### src/rtl/tdm_mux8_tx_pkg.sv
// tdm_pkg: shared constants, state type and divider width helper for the TDM transmitter
package tdm_pkg;
  localparam int NCH = 8;
  localparam int SEL_W = 3;
  typedef enum logic {IDLE, RUN} state_t;
  function automatic int div_w(input int d);
    return (d > 2) ? $clog2(d) : 1;
  endfunction
endpackage

### src/rtl/tdm_mux8_tx_if.sv
// tdm_mux8_if: frame request inputs and serial slot outputs of the TDM transmitter
interface tdm_mux8_if;
  import tdm_pkg::*;
  logic [NCH-1:0] din;
  logic start;
  logic en_n;
  logic [SEL_W-1:0] sel;
  logic dout;
  logic oe_n;
  logic busy;
  logic done;
  modport master(output din, start, en_n, input sel, dout, oe_n, busy, done);
  modport slave(input din, start, en_n, output sel, dout, oe_n, busy, done);
endinterface

### src/rtl/tdm_mux8_tx_slot_timer.sv
// tdm_slot_timer: counts 0..DIV-1 while running and flags the last cycle of each slot
module tdm_slot_timer import tdm_pkg::*; #(
  parameter int DIV = 4
) (
  input  logic clk,
  input  logic rst,
  input  logic clear,
  input  logic run,
  output logic slot_end
);
  localparam int W = div_w(DIV);
  logic [W-1:0] cnt;
  assign slot_end = run && cnt == W'(DIV - 1);
  always_ff @(posedge clk or posedge rst)
    if (rst) cnt <= '0;
    else cnt <= (clear || slot_end) ? '0 : run ? cnt + W'(1) : cnt;
endmodule

### src/rtl/tdm_mux8_tx.sv
// tdm_mux8_tx: snapshots 8 bits on start and serializes them one per DIV-cycle slot with sel/oe_n
module tdm_mux8_tx import tdm_pkg::*; #(
  parameter int DIV = 4,
  parameter int LOOP = 0
) (
  input logic clk,
  input logic rst,
  tdm_mux8_if.slave bus
);
  state_t state, state_d;
  logic [NCH-1:0] shadow, shadow_d;
  logic [SEL_W-1:0] sel_d;
  logic dout_d, oe_n_d, busy_d, done_d, slot_end, last;
  tdm_slot_timer #(.DIV(DIV)) u_timer (
    .clk,
    .rst,
    .clear(state == IDLE),
    .run(state == RUN),
    .slot_end
  );
  assign last = slot_end && bus.sel == SEL_W'(NCH - 1);
  always_comb begin
    state_d = state;
    shadow_d = shadow;
    sel_d = bus.sel;
    dout_d = bus.dout;
    oe_n_d = bus.oe_n;
    busy_d = bus.busy;
    done_d = 1'b0;
    if (state == IDLE) begin
      if (bus.start && !bus.en_n) begin
        state_d = RUN;
        shadow_d = bus.din;
        sel_d = '0;
        dout_d = bus.din[0];
        oe_n_d = 1'b0;
        busy_d = 1'b1;
      end
    end else if (last) begin
      // frame completion outranks a simultaneous abort, so done still pulses
      done_d = 1'b1;
      sel_d = '0;
      if (LOOP != 0 && !bus.en_n) begin
        shadow_d = bus.din;
        dout_d = bus.din[0];
      end else begin
        state_d = IDLE;
        dout_d = 1'b0;
        oe_n_d = 1'b1;
        busy_d = 1'b0;
      end
    end else if (bus.en_n) begin
      state_d = IDLE;
      sel_d = '0;
      dout_d = 1'b0;
      oe_n_d = 1'b1;
      busy_d = 1'b0;
    end else if (slot_end) begin
      sel_d = bus.sel + SEL_W'(1);
      dout_d = shadow[bus.sel + SEL_W'(1)];
    end
  end
  always_ff @(posedge clk or posedge rst)
    if (rst) begin
      state <= IDLE;
      shadow <= '0;
      bus.sel <= '0;
      bus.dout <= 1'b0;
      bus.oe_n <= 1'b1;
      bus.busy <= 1'b0;
      bus.done <= 1'b0;
    end else begin
      state <= state_d;
      shadow <= shadow_d;
      bus.sel <= sel_d;
      bus.dout <= dout_d;
      bus.oe_n <= oe_n_d;
      bus.busy <= busy_d;
      bus.done <= done_d;
    end
endmodule

### src/flat_wrapper.sv
// flat-port wrapper written by rule: the top's interface ports become plain ports
module tdm_mux8_tx_flat import tdm_pkg::*;
#(
  parameter int DIV = 4,
  parameter int LOOP = 0
)
  (clk, rst, bus_din, bus_start, bus_en_n, bus_sel, bus_dout, bus_oe_n, bus_busy, bus_done);
  tdm_mux8_if bus_i ();
  input logic clk;
  input logic rst;
  input wire logic [$bits(bus_i.din)-1:0] bus_din;
  input wire logic [$bits(bus_i.start)-1:0] bus_start;
  input wire logic [$bits(bus_i.en_n)-1:0] bus_en_n;
  output wire logic [$bits(bus_i.sel)-1:0] bus_sel;
  output wire logic [$bits(bus_i.dout)-1:0] bus_dout;
  output wire logic [$bits(bus_i.oe_n)-1:0] bus_oe_n;
  output wire logic [$bits(bus_i.busy)-1:0] bus_busy;
  output wire logic [$bits(bus_i.done)-1:0] bus_done;
  assign bus_i.din = bus_din;
  assign bus_i.start = bus_start;
  assign bus_i.en_n = bus_en_n;
  assign bus_sel = bus_i.sel;
  assign bus_dout = bus_i.dout;
  assign bus_oe_n = bus_i.oe_n;
  assign bus_busy = bus_i.busy;
  assign bus_done = bus_i.done;
  tdm_mux8_tx #(.DIV(DIV), .LOOP(LOOP)) u_core (.clk(clk), .rst(rst), .bus(bus_i));
endmodule
### config.mk
export PLATFORM = sky130hd
export DESIGN_NAME = tdm_mux8_tx_flat
export DESIGN_NICKNAME = d
export VERILOG_FILES = /design/src/rtl/tdm_mux8_tx_pkg.sv /design/src/rtl/tdm_mux8_tx_if.sv /design/src/rtl/tdm_mux8_tx_slot_timer.sv /design/src/rtl/tdm_mux8_tx.sv /design/src/flat_wrapper.sv
export SDC_FILE = /design/constraint.sdc
export NUM_CORES = 1
export LEC_CHECK = 0
export CORE_MARGIN = 3
export CORE_UTILIZATION = 51
export DETAILED_ROUTE_END_ITERATION = 16
export PLACE_DENSITY = 0.89
export SETUP_SLACK_MARGIN = 0.3
export SLEW_MARGIN = 25
export SYNTH_ARGS = -nofsm -noshare
export SYNTH_HDL_FRONTEND = slang
export SYNTH_SLANG_ARGS = --single-unit
### constraint.sdc
create_clock -name clk -period 4.32 [get_ports clk]
set_input_delay 1.296 -clock clk [delete_from_list [all_inputs] [get_ports clk]]
set_output_delay 1.296 -clock clk [all_outputs]
set_load 0.02 [all_outputs]
## Word level (Yosys, flattened, before mapping)

Cells that the tools add are included.

| cells by class | value |
|---|---|
| add/subtract/negate cells | 2 |
| equality and inequality tests | 4 |
| bitwise gates (word level) | 1 |
| multiplexer cells | 28 |
| $lt $le $gt $ge | 1 |
| reduce and logical (&&, ||, !) cells | 10 |

Operator list:

| cell | count |
|---|---|
| 1-bit 2-to-1 mux | 20 |
| 3-bit 2-to-1 mux | 5 |
| 2-bit AND reduction | 3 |
| 3-bit by 4-bit < comparator with 1-bit output, second input constant | 1 |
| 2-bit 2-to-1 mux | 2 |
| 4-bit inequality test, second input constant | 1 |
| 2-bit nonzero test | 2 |
| 3-bit by 1-bit adder with 3-bit output, second input constant | 1 |
| 1-bit binary-select mux with 3-bit select | 1 |
| 3-bit == test, second input constant | 1 |
| 1-bit logical AND | 3 |
| 3-bit inequality test, second input constant | 1 |
| 2-bit by 1-bit adder with 2-bit output, second input constant | 1 |
| 2-bit == test, second input constant | 1 |
| 1-bit logical NOT | 1 |
| 1-bit logical OR | 1 |
| 1-bit NOT | 1 |

| storage, ports and cells | value |
|---|---|
| output and inout bits | 7 |
| register bits after elaboration | 18 |
| bits of input ports | 12 |
| word-level logic and storage cells | 54 |

## Logic depth before layout (Yosys ltp)

| depth | value |
|---|---|
| depth in word-level cells | 7 |
| depth in mapped cells | 6 |
| gate-level depth less buffers | 6 |

## By module

From an unflattened synthesis, not the netlist that was laid out.

| second synthesis, totals | value |
|---|---|
| cells, all modules | 85 |
| area total of the unflattened synthesis | 878.3 um^2 |

By module, submodules not included:

| module | cells an instance | sequential area each (um^2) | area an instance (um^2) | times used |
|---|---|---|---|---|
| tdm_mux8_tx | 74 | 401.6 | 763.2 | 1 |
| tdm_slot_timer | 11 | 50.0 | 115.1 | 1 |

## Least setup slack after synthesis

No wires, ideal clock.

| timing path | value |
|---|---|
| kind | in2reg |
| start | input port bus_start |
| end | register u_core.shadow[2] |
| stages | 4 |
| data arrival time | 2.092 ns |
| buffers on the path | 1 |
| library setup time | 0.125 ns |
| data required time | 4.195 ns |
| setup slack | 2.103 ns |
| cell sequence | nor2b_2 > nor2b_1 > buf_2 > mux2_2 |

| between the ends | value |
|---|---|
| word-level cells in the longest chain between the ends | 2 |

RTL lines:

| what | RTL line | source |
|---|---|---|
| start: declaration | flat_wrapper.sv:12 | `input wire logic [$bits(bus_i.start)-1:0] bus_start;` |
| 1-bit logical AND | tdm_mux8_tx.sv:31 | `if (bus.start && !bus.en_n) begin` |
| 2-bit AND reduction (no source line) | - |  |
| end signal: assignment | tdm_mux8_tx.sv:74 | `shadow <= shadow_d;` |
| end: declaration | tdm_mux8_tx.sv:11 | `logic [NCH-1:0] shadow, shadow_d;` |

Every way passes these cells.
A chain may end at the register's enable or synchronous reset.

## Worst setup path in the final report

| timing path | value |
|---|---|
| start | input port bus_en_n |
| end | register u_core.shadow[3] |

| between the ends | value |
|---|---|
| word-level cells in the longest chain between the ends | 3 |

RTL lines:

| what | RTL line | source |
|---|---|---|
| start: declaration | flat_wrapper.sv:13 | `input wire logic [$bits(bus_i.en_n)-1:0] bus_en_n;` |
| 1-bit logical NOT | tdm_mux8_tx.sv:31 |  |
| 1-bit logical AND | tdm_mux8_tx.sv:31 |  |
| 2-bit AND reduction (no source line) | - |  |

Every way passes these cells.

==> results_dict.tcl <==
set metrics [dict create \
    switching_power_uw 99.31 \
    postCtsHoldBufs 0 \
    critical_path.cell_chain "clkdlybuf4s50_1 > nor2b_2 > nor2b_1 > mux2_2" \
    powerDensity_nw_per_um2 351.5 \
    layout_common_cells "clkdlybuf4s50_1, dfrtp_1, mux2_2, nand2_1" \
    firstDrtPassIters 4 \
    antenna_left 0 \
    tritoncts "yes" \
    track_usage_pct 15.78 \
    synth-seq-cells 18 \
    core_area_um2 1541 \
    start_util_pct 54.95 \
    critPathRequiredTime_ns 4.50 \
    post-cts-setup-buffers 0 \
    tightest_slew_ns 0.7785 \
    final.period_utilization_pct 67.33 \
    max_freq_ghz 0.3438 \
    finalSetupViolCount 0 \
    cts.sink_count 18 \
    synth_seq_area_share_pct 53.32 \
    cp_slowest_stage_delay_ns 0.65 \
    cts_inserted_buffers 3 \
    grt_max_degree 19 \
    slew_viol_final 0 \
    syn_area_um2 847.1 \
    dr_total_vias 579 \
    avgRoutedWirePerCell_um 13.87 \
    syn-num-nets 84 \
    fin_cells 105 \
    drive_gt1_share_pct 15.73 \
    drcViolationCount 0 \
    htree_levels 1 \
    gp_congestion 0.8297 \
    dp_hpwl_um 1110 \
    worstPathMaxFanout 10 \
    hold_depth 1 \
    intPower_uw 273.7 \
    yosysWarnings 0 \
    via_per_inst 5.514 \
    diodes 0 \
    synthDistinctLibCells 27 \
    clk_pin_slew_ns 0.10 \
    yosys.area.top_type "dfrtp_1" \
    p_leak_nw 0.4680 \
    synth_top_area_share_pct 50.22 \
    first_global_vias 532 \
    port_buffers 18 \
    io_pins 19 \
    cpMaxStageDelayCell "nor2b_1" \
    place_inst 101 \
    ctsRootBufferMaster "clkbuf_4" \
    fp.dieH_um 46.76 \
    vdd_drop_max_v 0.0002477 \
    pwr-share-clk_pct 23.2 \
    final_common_cell "clkdlybuf4s50_1" \
    cts_resized 0 \
    crit_arrival_ns 3.09 \
    grt-ovfl-total 0 \
    num_rows 14 \
    fin_skew_ns 0.003018 \
    dieArea_um2 2186 \
    drv_cap 0 \
    finalWirelength_um 1456 \
    holdCritPathClass "register to register" \
    grt_pass1_wl_um 2346 \
    critPathLaunchType "input port" \
    die_w_um 46.76 \
    fin_setup_tns_ns 0 \
    clkLatencyLatePin_ns 0.29 \
    fin_nets 105 \
    swShare_pct 26.63 \
    cts_max_path_buffers 2 \
    sequentialPowerShare_pct 55.3 \
    dr.first_iter.drc_count 8 \
    combinationalPowerShare_pct 21.5 \
    reg2reg_depth 5 \
    syn_inst 69 \
    cp-end-kind "register" \
    antenna_found_initial 0 \
    finalCriticalPeriod_ns 2.909 \
    final_hold_viol_count 0 \
    syn2layout_area_growth_pct 25.26 \
    criticalPathCategory "input port to register" \
    slew-limit-headroom_pct 47.99 \
    status "complete, no violations" \
    rsz0062_at_grt "false" \
    syn_avg_cell_area_um2 12.28 \
    synthTopCellsByArea "dfrtp_1, mux2_2, mux2_1, ha_1, dfstp_2" \
]
[flip-flops by register name, indices dropped and copies added (netlist names)]
| name | cells |
|---|---|
| u_core.bus.oe_n | 1 |
| u_core.u_timer.cnt | 2 |
| u_core.bus.dout | 1 |
| u_core.shadow | 8 |
| u_core.bus.done | 1 |
| u_core.bus.busy | 1 |
| u_core.bus.sel | 3 |
| u_core.state | 1 |
[cells by family (layout without fill, tap and decap cells)]
kind of cell | Yosys count | in the layout | share of synthesized area [%]
multiplexers | 10 | 10 | 14.62
AO/OA/AOI/OAI | 11 | 11 | 8.716
AND/OR/NAND/NOR | 22 | 22 | 16.10
flip-flops | 18 | 18 | 53.32
buffers and inverters | 5 | 25 | 2.806
adder cells (fa/ha/maj) | 3 | 3 | 4.432
[worst max-delay path, delay by kind of cell]
family | cells | cell delay, ns
muxes | 1 | 0.42
and+or+nand+nor | 2 | 0.84
buffers and inverters | 1 | 0.52
[cell usage after synthesis (all sizes together)]
cell type and n:
mux2 9, a21o 1, and2 1, a2111oi 1, and3 1, nand2b 2
mux4 1, o41ai 1, o21ai 4, a21oi 3, nor2 3, nand3b 2
dfrtp 17, dfstp 1, nor2b 5, o22ai 1, nor3b 2, buf 2
inv 3, nor3 1, ha 3, nand2 5
[power groups by stage]
stage	registers, mW	logic (mW)	clock network [mW]
floorplan	0.212	0.0446	0
global placement	0.208	0.0777	0
detailed placement	0.209	0.0813	0
CTS	0.206	0.0816	0.0912
global route	0.210	0.0881	0.100
finish	0.206	0.0803	0.0866
[per-stage QoR]
step	hold slack (ns)	setup slack, ns	instance area, µm²	total power [mW]	util [%]
floorplan	0.4091	2.103	847.1	0.2570	-
global placement	0.4205	1.185	1035	0.2862	67.13
detailed placement	0.4291	1.090	1035	0.2908	67.13
CTS	0.4439	1.408	1061	0.3788	68.83
global route	0.4670	1.351	1061	0.3977	68.83
finish	0.4419	1.411	1061	0.3730	68.83
[routing by layer]
layer | up-vias | wire length, µm | global-route usage (%)
li1 | 282 | - | -
met1 | 278 | 617 | 18.58
met2 | 17 | 746 | 27.75
met3 | 2 | 74 | 3.448
met4 | 0 | 17 | 6.630
met5 | - | 0 | 0
[layout make-up]
cell class                 instances  area (µm²)
clock buffer                       4       26.28
timing repair buffer              18       180.2
sequential                        18       451.7
inverter                           3       11.26
tap                               16       20.02
multi-input combinational         46       371.6
fill                             124       480.5
[final timing paths]
check	startpoint	to	slack, ns
worst max register to register	u_core.bus.sel[0]	u_core.bus.dout	2.37
worst min register to register	u_core.u_timer.cnt[0]	u_core.u_timer.cnt[0]	0.44
min in group asynchronous	rst	u_core.shadow[4]	1.39
worst min-delay path	u_core.u_timer.cnt[0]	u_core.u_timer.cnt[0]	0.44
max in group asynchronous	rst	u_core.u_timer.cnt[0]	2.51
worst max-delay path	bus_en_n	u_core.shadow[3]	1.41
Power figures use the tool's default switching activity.
